$ cat src/rtl/pdp8_iot_ctl_pkg.sv
// Shared types and constants for the PDP-8 IOT sequencer: FSM states, phase
// codes, the internal device number and IOP bit positions within ir.
package pdp8_iot_pkg;

  typedef enum logic [2:0] {
    S_IDLE,
    S_P1,
    S_P2,
    S_P4,
    S_DONE
  } iot_state_t;

  localparam logic [3:0] PH_IOP1 = 4'h1;
  localparam logic [3:0] PH_IOP2 = 4'h2;
  localparam logic [3:0] PH_IOP4 = 4'h4;

  localparam logic [5:0] DEV_INTERNAL = 6'o00;

  localparam int IOP1_BIT = 0;
  localparam int IOP2_BIT = 1;
  localparam int IOP4_BIT = 2;

  // First enabled phase in P1, P2, P4 order; DONE when nothing is left.
  function automatic iot_state_t first_phase(input logic [2:0] en);
    if (en[IOP1_BIT]) return S_P1;
    if (en[IOP2_BIT]) return S_P2;
    if (en[IOP4_BIT]) return S_P4;
    return S_DONE;
  endfunction

  function automatic logic [3:0] phase_code(input iot_state_t s);
    case (s)
      S_P1:    return PH_IOP1;
      S_P2:    return PH_IOP2;
      S_P4:    return PH_IOP4;
      default: return 4'h0;
    endcase
  endfunction

endpackage

$ cat src/rtl/pdp8_iot_ctl_if.sv
// CPU and device-bus signals of the IOT sequencer, grouped as one interface.
// master = the sequencer, slave = CPU/device side.
interface pdp8_iot_ctl_if;
  logic        start;
  logic [11:0] ir;
  logic [11:0] ac_in;
  logic        instr_done;
  logic [11:0] io_data_out;
  logic        io_data_avail;
  logic        io_skip;
  logic        io_clear_ac;
  logic        io_interrupt;
  logic        iot;
  logic [3:0]  state;
  logic [11:0] mb;
  logic [5:0]  io_select;
  logic [11:0] io_data_in;
  logic [11:0] ac_out;
  logic        ac_load;
  logic        skip;
  logic        busy;
  logic        int_req;

  modport master (
    input  start, ir, ac_in, instr_done, io_data_out, io_data_avail,
           io_skip, io_clear_ac, io_interrupt,
    output iot, state, mb, io_select, io_data_in, ac_out, ac_load, skip,
           busy, int_req
  );

  modport slave (
    output start, ir, ac_in, instr_done, io_data_out, io_data_avail,
           io_skip, io_clear_ac, io_interrupt,
    input  iot, state, mb, io_select, io_data_in, ac_out, ac_load, skip,
           busy, int_req
  );
endinterface

$ cat src/rtl/pdp8_iot_ctl_ion.sv
// Interrupt-enable flip-flop with its one-instruction turn-on delay and the
// gated interrupt request.
module pdp8_iot_ion (
  input  logic clk,
  input  logic rst_n,
  input  logic i_set,
  input  logic i_clr,
  input  logic i_ac_load,
  input  logic i_instr_done,
  input  logic i_interrupt,
  output logic o_ion,
  output logic o_int_req
);
  logic r_ion, r_delay, r_armed;

  // r_armed marks that the ION instruction has finished, so only a later
  // instr_done ends the delay window.
  always_ff @(posedge clk) begin
    if (!rst_n) begin
      r_ion   <= 1'b0;
      r_delay <= 1'b0;
      r_armed <= 1'b0;
    end else if (i_clr) begin
      r_ion   <= 1'b0;
      r_delay <= 1'b0;
      r_armed <= 1'b0;
    end else if (i_set) begin
      r_ion   <= 1'b1;
      r_delay <= 1'b1;
      r_armed <= 1'b0;
    end else if (r_delay) begin
      if (r_armed && i_instr_done) begin
        r_delay <= 1'b0;
        r_armed <= 1'b0;
      end else if (i_ac_load) begin
        r_armed <= 1'b1;
      end
    end
  end

  assign o_ion     = r_ion;
  assign o_int_req = r_ion & i_interrupt & ~r_delay;
endmodule

$ cat src/rtl/pdp8_iot_ctl.sv
// PDP-8 IOT sequencer: steps IOP1/IOP2/IOP4 phases, merges device replies into AC.
// Define IOT_SKON_EN to make device 00 / 6000 act as SKON.
module pdp8_iot_ctl
  import pdp8_iot_pkg::*;
#(
  parameter int IOP_CYCLES = 2
) (
  input logic            clk,
  input logic            reset,
  pdp8_iot_ctl_if.master bus
);
  localparam logic [3:0] CNT_LAST = 4'(IOP_CYCLES - 1);
  localparam logic [3:0] CNT_GAP  = 4'(IOP_CYCLES);

  iot_state_t  r_state, w_state_next, w_after;
  logic [3:0]  r_cnt, w_cnt_next;
  logic [11:0] r_mb, r_ac, r_ac_out, w_ac_sampled;
  logic [5:0]  r_sel;
  logic        r_skip_acc, r_skip, r_ac_load;
  logic        w_in_phase, w_active, w_sample, w_internal, w_skon;
  logic        w_ion, w_ion_set, w_ion_clr, w_int_req;

  assign w_internal = (r_sel == DEV_INTERNAL);
  assign w_in_phase = (r_state == S_P1) || (r_state == S_P2) || (r_state == S_P4);
  assign w_active   = w_in_phase && (r_cnt < CNT_GAP);
  assign w_sample   = w_in_phase && (r_cnt == CNT_LAST);
`ifdef IOT_SKON_EN
  assign w_skon = w_internal && (r_mb[2:0] == 3'b000);
`else
  assign w_skon = 1'b0;
`endif

  always_ff @(posedge clk) begin
    if (!reset) begin
      r_state <= S_IDLE;
      r_cnt   <= '0;
    end else begin
      r_state <= w_state_next;
      r_cnt   <= w_cnt_next;
    end
  end

  // A phase lasts IOP_CYCLES active clocks plus one idle gap; after the last
  // phase the gap is replaced by the DONE cycle.
  always_comb begin
    w_state_next = r_state;
    w_cnt_next   = r_cnt;
    case (r_state)
      S_P1:    w_after = first_phase(r_mb[2:0] & 3'b110);
      S_P2:    w_after = first_phase(r_mb[2:0] & 3'b100);
      default: w_after = S_DONE;
    endcase
    case (r_state)
      S_IDLE: begin
        if (bus.start) begin
          w_state_next = first_phase(bus.ir[2:0]);
          w_cnt_next   = '0;
        end
      end
      S_P1, S_P2, S_P4: begin
        if (w_sample && (w_after == S_DONE)) begin
          w_state_next = S_DONE;
          w_cnt_next   = '0;
        end else if (r_cnt == CNT_GAP) begin
          w_state_next = w_after;
          w_cnt_next   = '0;
        end else begin
          w_cnt_next = r_cnt + 4'd1;
        end
      end
      default: w_state_next = S_IDLE;
    endcase
  end

  // Clear is applied before the OR so a same-cycle clear+data yields the data.
  assign w_ac_sampled = (bus.io_clear_ac ? 12'o0000 : r_ac)
                      | (bus.io_data_avail ? bus.io_data_out : 12'o0000);

  always_ff @(posedge clk) begin
    if (!reset) begin
      r_mb       <= '0;
      r_sel      <= '0;
      r_ac       <= '0;
      r_ac_out   <= '0;
      r_skip_acc <= 1'b0;
      r_skip     <= 1'b0;
      r_ac_load  <= 1'b0;
    end else begin
      r_ac_load <= 1'b0;
      if ((r_state == S_IDLE) && bus.start) begin
        r_mb       <= bus.ir;
        r_sel      <= bus.ir[8:3];
        r_ac       <= bus.ac_in;
        r_skip_acc <= 1'b0;
      end
      if (w_sample && !w_internal) begin
        r_ac       <= w_ac_sampled;
        r_skip_acc <= r_skip_acc | bus.io_skip;
      end
      if (r_state == S_DONE) begin
        r_ac_out  <= r_ac;
        r_skip    <= r_skip_acc | (w_skon & w_ion);
        r_ac_load <= 1'b1;
      end
    end
  end

  assign w_ion_set = w_sample && w_internal && (r_state == S_P1);
  assign w_ion_clr = (w_sample && w_internal && (r_state == S_P2))
                   || ((r_state == S_DONE) && w_skon);

  pdp8_iot_ion u_ion (
    .clk          (clk),
    .rst_n        (reset),
    .i_set        (w_ion_set),
    .i_clr        (w_ion_clr),
    .i_ac_load    (r_ac_load),
    .i_instr_done (bus.instr_done),
    .i_interrupt  (bus.io_interrupt),
    .o_ion        (w_ion),
    .o_int_req    (w_int_req)
  );

  assign bus.iot        = w_active && !w_internal;
  assign bus.state      = w_active ? phase_code(r_state) : 4'h0;
  assign bus.mb         = r_mb;
  assign bus.io_select  = r_sel;
  assign bus.io_data_in = r_ac;
  assign bus.ac_out     = r_ac_out;
  assign bus.ac_load    = r_ac_load;
  assign bus.skip       = r_skip;
  assign bus.busy       = (r_state != S_IDLE);
  assign bus.int_req    = w_int_req;
endmodule

$ cat src/flat_wrapper.sv
// flat-port wrapper written by rule: the top's interface ports become plain ports
module pdp8_iot_ctl_flat import pdp8_iot_pkg::*;
#(
  parameter int IOP_CYCLES = 2
)
  (clk, reset, bus_start, bus_ir, bus_ac_in, bus_instr_done, bus_io_data_out, bus_io_data_avail, bus_io_skip, bus_io_clear_ac, bus_io_interrupt, bus_iot, bus_state, bus_mb, bus_io_select, bus_io_data_in, bus_ac_out, bus_ac_load, bus_skip, bus_busy, bus_int_req);
  pdp8_iot_ctl_if bus_i ();
  input logic clk;
  input logic reset;
  input wire logic [$bits(bus_i.start)-1:0] bus_start;
  input wire logic [$bits(bus_i.ir)-1:0] bus_ir;
  input wire logic [$bits(bus_i.ac_in)-1:0] bus_ac_in;
  input wire logic [$bits(bus_i.instr_done)-1:0] bus_instr_done;
  input wire logic [$bits(bus_i.io_data_out)-1:0] bus_io_data_out;
  input wire logic [$bits(bus_i.io_data_avail)-1:0] bus_io_data_avail;
  input wire logic [$bits(bus_i.io_skip)-1:0] bus_io_skip;
  input wire logic [$bits(bus_i.io_clear_ac)-1:0] bus_io_clear_ac;
  input wire logic [$bits(bus_i.io_interrupt)-1:0] bus_io_interrupt;
  output wire logic [$bits(bus_i.iot)-1:0] bus_iot;
  output wire logic [$bits(bus_i.state)-1:0] bus_state;
  output wire logic [$bits(bus_i.mb)-1:0] bus_mb;
  output wire logic [$bits(bus_i.io_select)-1:0] bus_io_select;
  output wire logic [$bits(bus_i.io_data_in)-1:0] bus_io_data_in;
  output wire logic [$bits(bus_i.ac_out)-1:0] bus_ac_out;
  output wire logic [$bits(bus_i.ac_load)-1:0] bus_ac_load;
  output wire logic [$bits(bus_i.skip)-1:0] bus_skip;
  output wire logic [$bits(bus_i.busy)-1:0] bus_busy;
  output wire logic [$bits(bus_i.int_req)-1:0] bus_int_req;
  assign bus_i.start = bus_start;
  assign bus_i.ir = bus_ir;
  assign bus_i.ac_in = bus_ac_in;
  assign bus_i.instr_done = bus_instr_done;
  assign bus_i.io_data_out = bus_io_data_out;
  assign bus_i.io_data_avail = bus_io_data_avail;
  assign bus_i.io_skip = bus_io_skip;
  assign bus_i.io_clear_ac = bus_io_clear_ac;
  assign bus_i.io_interrupt = bus_io_interrupt;
  assign bus_iot = bus_i.iot;
  assign bus_state = bus_i.state;
  assign bus_mb = bus_i.mb;
  assign bus_io_select = bus_i.io_select;
  assign bus_io_data_in = bus_i.io_data_in;
  assign bus_ac_out = bus_i.ac_out;
  assign bus_ac_load = bus_i.ac_load;
  assign bus_skip = bus_i.skip;
  assign bus_busy = bus_i.busy;
  assign bus_int_req = bus_i.int_req;
  pdp8_iot_ctl #(.IOP_CYCLES(IOP_CYCLES)) u_core (.clk(clk), .reset(reset), .bus(bus_i));
endmodule
$ cat config.mk
export PLATFORM = sky130hd
export DESIGN_NAME = pdp8_iot_ctl_flat
export DESIGN_NICKNAME = d
export VERILOG_FILES = /design/src/rtl/pdp8_iot_ctl_pkg.sv /design/src/rtl/pdp8_iot_ctl_if.sv /design/src/rtl/pdp8_iot_ctl_ion.sv /design/src/rtl/pdp8_iot_ctl.sv /design/src/flat_wrapper.sv
export SDC_FILE = /design/constraint.sdc
export NUM_CORES = 1
export LEC_CHECK = 0
export BUFFER_PORTS_ARGS = -buffer_cell sky130_fd_sc_hd__buf_2
export CAP_MARGIN = 15
export CELL_PAD_IN_SITES_DETAIL_PLACEMENT = 1
export CELL_PAD_IN_SITES_GLOBAL_PLACEMENT = 2
export CORE_ASPECT_RATIO = 1.5
export CORE_MARGIN = 1.5
export CORE_UTILIZATION = 23
export CTS_CLUSTER_DIAMETER = 80
export CTS_CLUSTER_SIZE = 40
export DETAILED_ROUTE_END_ITERATION = 16
export GPL_TIMING_DRIVEN = 0
export PLACE_DENSITY = 0.79
export SLEW_MARGIN = 10
export SYNTH_ARGS = -nofsm -noshare
export SYNTH_HDL_FRONTEND = slang
export SYNTH_SLANG_ARGS = --single-unit
export TNS_END_PERCENT = 30
$ cat constraint.sdc
create_clock -name clk -period 1.87 [get_ports clk]
set_input_delay 0.374 -clock clk [delete_from_list [all_inputs] [get_ports clk]]
set_output_delay 0.374 -clock clk [all_outputs]
set_load 0.02 [all_outputs]
=== Yosys cells after proc, flatten, opt, wreduce, memory -nomap -nowiden ===
Cells that the tools add are included.
W data, S select, Z words.

* Output and inout bits: 51
* Input port bits: 44
* Flip-flop bits (word level): 55
* Logic and storage cells: 118

* Reduce and logical (&&, ||, !) cells: 25
* Magnitude comparators: 1
* Mux-type cells: 64
* Add/subtract/negate cells: 1
* Equal/unequal tests: 9
* Bitwise logic cells: 6

{| class="wikitable"
|+ Operators by type and width
! kind !! number
|-
| $mux W3 || 19
|-
| $mux W12 || 4
|-
| $mux W1 || 34
|-
| $mux W4 || 3
|-
| $or A12 B12 Y12 || 1
|-
| $pmux W3 S2 || 2
|-
| $logic_and A1 B1 Y1 || 10
|-
| $pmux W3 S3 || 1
|-
| $pmux W4 S2 || 1
|-
| $eq A3 B2 Y1 const B || 2
|-
| $eq A3 B3 Y1 const B || 2
|-
| $logic_not A6 Y1 || 1
|-
| $reduce_and A2 Y1 || 3
|-
| $reduce_bool A2 Y1 || 3
|-
| $reduce_or A3 Y1 || 2
|-
| $add A4 B1 Y4 const B || 1
|-
| $eq A4 B1 Y1 const B || 1
|-
| $eq A4 B2 Y1 const B || 1
|-
| $lt A4 B2 Y1 const B || 1
|-
| $eq A3 B1 Y1 const B || 1
|-
| $logic_not A3 Y1 || 1
|-
| $ne A3 B1 Y1 const B || 1
|-
| $reduce_bool A3 Y1 || 1
|-
| $and A1 B1 Y1 || 2
|-
| other kinds (6) || 8
|}

=== Depth between registers and ports, before layout ===
* Word-level depth: 15
* Depth in mapped cells: 7
* Gate-level depth less buffers: 5

=== By module ===
A second synthesis with hierarchy kept.

* Cells, all modules: 263
* Area total of the unflattened synthesis: 2,260.9 um2

{| class="wikitable"
|+ Modules (own cells, without submodules)
! module !! cells each !! instances !! sequential area each (um2) !! area an instance (um2)
|-
| pdp8_iot_ctl || 250 || 1 || 920.9 || 2,130.8
|-
| pdp8_iot_ion || 13 || 1 || 60.1 || 130.1
|}

=== Worst setup path after synthesis ===
Ideal clock, no wire load.

* Path type: register -> register
* Start point: register, netlist name u_core.bus.mb[3]
* End point: register u_core.r_ac[0] (netlist: u_core.bus.io_data_in[0])
* Path slack: 0.034 ns
* Arrival time: 1.722 ns
* Library setup time: 0.115 ns
* Clock period less this slack: 1.836 ns
* Stages on the path, launching flop included: 7
* Data required time: 1.755 ns
* Buffers on the path: 1
* Cell sequence: dfxtp_1 -> nor4_1 -> a211oi_2 -> and3_4 -> buf_8 -> a22o_2 -> a21o_2

{| class="wikitable"
|+ RTL lines
! item !! line !! RTL
|-
| end signal: assignment || pdp8_iot_ctl.sv:93 || <nowiki>r_ac <= bus.ac_in;</nowiki>
|-
| end signal: assignment || pdp8_iot_ctl.sv:97 || <nowiki>r_ac <= w_ac_sampled;</nowiki>
|-
| end: declaration || pdp8_iot_ctl.sv:17 || <nowiki>logic [11:0] r_mb, r_ac, r_ac_out, w_ac_sampled;</nowiki>
|}

=== Final worst setup path ===
* Start point: register u_core.r_state[1]
* End point: output bus_iot

* Word-level cells in the longest chain between the ends: 5
* Elaborated cells on any way between the ends: 7
* Classes of those cells: eq/ne (3); reduce/logical (4)

{| class="wikitable"
|+ RTL lines
! item !! line !! RTL
|-
| start: declaration || pdp8_iot_ctl.sv:15 || <nowiki>iot_state_t r_state, w_state_next, w_after;</nowiki>
|-
| start signal: assignment || pdp8_iot_ctl.sv:38 || <nowiki>r_state <= w_state_next;</nowiki>
|-
| $eq A3 B1 Y1 / $eq A3 B2 Y1 (equally long branches) || pdp8_iot_ctl.sv:24 || <nowiki>assign w_in_phase = (r_state == S_P1) || (r_state == S_P2) || (r_state == S_P4);</nowiki>
|-
| $logic_or A1 B1 Y1 || pdp8_iot_ctl.sv:24 ||
|-
| $logic_or A1 B1 Y1 (*) || pdp8_iot_ctl.sv:24 ||
|-
| $logic_and A1 B1 Y1 (*) || pdp8_iot_ctl.sv:25 || <nowiki>assign w_active = w_in_phase && (r_cnt < CNT_GAP);</nowiki>
|-
| $logic_and A1 B1 Y1 (*) || pdp8_iot_ctl.sv:124 || <nowiki>assign bus.iot = w_active && !w_internal;</nowiki>
|-
| end: declaration || flat_wrapper.sv:19 || <nowiki>output wire logic [$bits(bus_i.iot)-1:0] bus_iot;</nowiki>
|}

Mark *: on every way between the ends. The rest lies on a longest branch, timed or not.

==> results.txt <==
----------------------------------------------------
[Synthesis]
  Area fraction in compound gates after synthesis ... around a quarter
  Fraction of synthesized area in multiplexers ... 0.4627%
  Most used flip-flop cell after synthesis ... dfxtp_1
  Cell Area, Synth ... about 2200 sq um
  Yosys Warn Count ... 0
  Number of nets produced by synthesis ... ~310
  Avg Inst Size Synth ... 8.257 sq um
  Synthesized-area fraction occupied by and/or/nand/nor cells ... 20.65%
  Register area share after synthesis ... 45.34%
  Share of synthesized cell area in full adder, half adder and majority cells ... 0%
  #FFs+latches synth ... 49
  Count of mapped cells out of synthesis ... between 200 and 300
  Main combinational cell family by area after synthesis ... compound AO/OA/AOI/OAI gates
  Ys async rst share ... 0%
  Number of distinct library cells after synthesis ... 44
  Post-synthesis share of cell area spent on xor and xnor gates ... 0.4049%
  Number of enable flip-flop cells after synthesis ... 0
  Cell type with the highest aggregate area in the netlist ... dfxtp_1
  Yosys top cell area share ... 45.34%
  Cell types with the largest area share after synthesis ... dfxtp_1 (45%), nand2_1 (10%), a21oi_1 (8.3%), a22o_2 (5.6%), a21o_2 (4.0%)

[Worst setup path]
  Peak fanout along the critical path ... 5
  Crit path capture type ... primary output
  Classification of the worst setup path ... flip-flop to primary output
  CP max stage delay ... 0.43 ns
  Cell breakdown of the critical path ... buf_8 -> o21bai_4 -> or4_4 -> a21oi_4 -> buf_6
  Critical path launch point type ... flip-flop
  Crit path buffers/inverters ... 2
  Endpoint required time on the critical path ... 1.50 ns
  Worst endpoint data arrival time ... 1.59 ns
  Slowest library cell on the worst path ... or4_4
  Top delay family on crit path ... simple AND/OR/NAND/NOR gates

[Clock network]
  Number of clock buffers inserted by TritonCTS ... 5
  Clock root cell ... clkbuf_16
  CTS tree ... yes
  Deepest clock path buffer count ... 2
  Number of clock sinks ... 49
  H-tree depth reported by CTS ... 2
  Hold buffer count at CTS ... 0
  Clk_lat worst skew ... ~0.29 ns
  Clock-pin slew of the registers on the worst-case setup and hold paths ... 0.06 ns

[Placed design]
  Post-DP Area ... roughly 2800 sq um
  Placed cells ... 467
  Number of I/O port buffers ... 93
  Last weighted congestion value of the routability-driven placer ... 0.7666
  Worst setup slack before clock tree synthesis ... -0.1979 ns
  Detailed placer's ending HPWL ... 5.300 mm

[Cells and area]
  Most common library cell in the layout ignoring fill and taps ... buf_2
  Final standard cell count with taps included and fillers excluded ... 494
  Final design area excluding fillers ... between 3000 and 4000 sq um
  Post-route core utilization ... between 30% and 40%
  Top library cells by usage in the layout, fill and taps aside ... buf_2 (91), nand2_1 (57), dfxtp_1 (43)
  Diodes inserted ... 0
  Number of nets in the layout ... about 430
  Fraction of layout cells with a size suffix above 1 ... 46.60%
  Area growth syn-to-layout ... 51.94%

[GRT]
  Overall Global Routing Usage ... 14.96%
  Initial antenna violation count ... 0
  Largest net degree at the start of global routing ... 15
  Number of global-route vias before repair ... 2,289
  Remaining Overflow, GRT ... 0
  Wire length of the first global-routing pass ... 11.15 mm

[Floorplan]
  # IOs ... 95
  Starting density of the core ... 23.51%
  Width of the die ... 82.19 um
  Placeable core region ... 9200 sq um
  Overall die height ... 121.8 um
  Die Area ... 10,010 sq um
  Num rows ... 43

[Drt]
  Routed Antenna Nets ... 0
  Per-cell via count in the routed design ... between 4 and 5
  DRC errors left ... 0
  Vias ... 2,326
  Final WL ... 7.238 mm
  Post-DR wirelength/cell ... 14.65 um
  Drt first pass iters ... 4
  Iter 0 DRT Violations ... 69

[STA]
  Portion of the clock cycle consumed by the worst path in the final layout ... 105.1%
  Worst hold slack ... 0.3051 ns
  Max-slew violation count ... 0
  Worst clock skew on the final layout ... approximately 0.0030 ns
  Worst Max-Slew Pin Slew ... around 0.52 ns
  Fmax achieved ... 508.7 MHz
  Hold Vio Cnt, Final ... 0
  Total of endpoints with negative setup slack in the final report ... 5
  Time the worst path needs with I/O delays and setup ... 1.966 ns
  RSZ-0062 raised after global routing ... yes
  Worst setup margin ... -0.09595 ns
  Slew Limit Headroom ... 65.33%

[Power]
  Leakage ... ~0.0016 uW
  Power density of the placed cells ... 1369 nW/um^2
  Maximum VDD drop ... ~0.43 mV

[Min path]
  Worst Hold Class ... input port to flip-flop

[Flow run]
  Number of max-cap violations ... 0

[Run status]
  Outcome ... finished with violations
  Violated checks ... negative setup slack

----------------------------------------------------
==> area by class of cell <==
| class | instances | area [sq um] |
|---|---|---|
| fillers | 1128 | 5913 |
| multi-input cells | 187 | 1170 |
| flip-flops and latches | 49 | 998.5 |
| repair buffers | 115 | 688.2 |
| well taps | 112 | 140.1 |
| plain buffers | 20 | 138.9 |
| clock buffers | 7 | 132.6 |
| inverters | 3 | 11.26 |
| clock inverters | 1 | 7.507 |
==> cells in the mapped netlist, types with 2 or more instances <==
cell type  number
nand3_1         2
nor2_1         21
a211oi_1        3
inv_1           2
a21o_1          2
buf_4           8
a22o_2         12
o21a_1          2
buf_2           4
a21oi_1        36
clkbuf_1        8
dfxtp_1        49
nor4_1          2
a31oi_1         3
a21o_2         10
o21ai_0         7
nand2_1        58
o22ai_1         3
nor3_1          3
nand2b_1        3
==> metrics by stage <==
step | setup TNS (ns) | power (uW)
floorplan | 0 | 2503
global placement | -2.212 | 3018
detailed placement | -2.471 | 3042
CTS | -0.9012 | 4261
global route | -1.202 | 4803
finish | -0.3363 | 4498
==> repair_timing <==
action,in CTS,in global routing
resized for setup,26,25
gates cloned,1,1
setup endpoints to repair,27,38
endpoints found under the hold margin,0,0
pin swaps,4,8
buffers inserted,9,14
==> final timing paths <==
kind	start	depth (start not counted)	end	slack, ns
min	bus_ir[6]	3	u_core.bus.mb[6]$_SDFFE_PN0P_	0.31
min reg2reg	u_core.bus.skip$_SDFFE_PN0P_	2	u_core.bus.skip$_SDFFE_PN0P_	0.46
max reg2reg	u_core.bus.mb[4]$_SDFFE_PN0P_	8	u_core.bus.io_data_in[9]$_SDFFE_PN0P_	-0.09
max	u_core.r_state[1]$_SDFFE_PN0P_	5	bus_iot	-0.1
==> sequential cells by signal, summed over array words and instances (netlist names), 3 cells and up <==
signal / cells
u_core.bus.io_data_in: 12
u_core.r_state: 3
u_core.bus.ac_out: 12
u_core.bus.mb: 12
u_core.r_cnt: 4
==> kinds of logic after synthesis <==
| group | after synthesis |
|---|---|
| XOR/XNOR | 1 |
| AND/OR/NAND/NOR | 101 |
| AO/OA/AOI/OAI | 83 |
| multiplexers | 1 |
| flip-flops | 49 |
| buffers and inverters | 26 |
| other | 1 |
==> routing by layer <==
layer | wire length [um] | GRT usage (%) | vias to the layer above
met5 | 0 | 0 | -
met4 | 180 | 7.521 | 0
met3 | 418 | 4.195 | 12
met2 | 3931 | 26.42 | 64
met1 | 2707 | 15.65 | 1113
li1 | - | - | 1137
==> power breakdown <==
part           internal, uW  switching [uW]  total, uW
clock network           498             399        897
registers              1240             155       1390
logic                  1010            1200       2210
==> tightest hold or removal path, stage by stage <==
cell     delay, ns
buf_2         0.10
nand2_1       0.04
a21oi_1       0.05
Power figures use the tool's default switching activity.
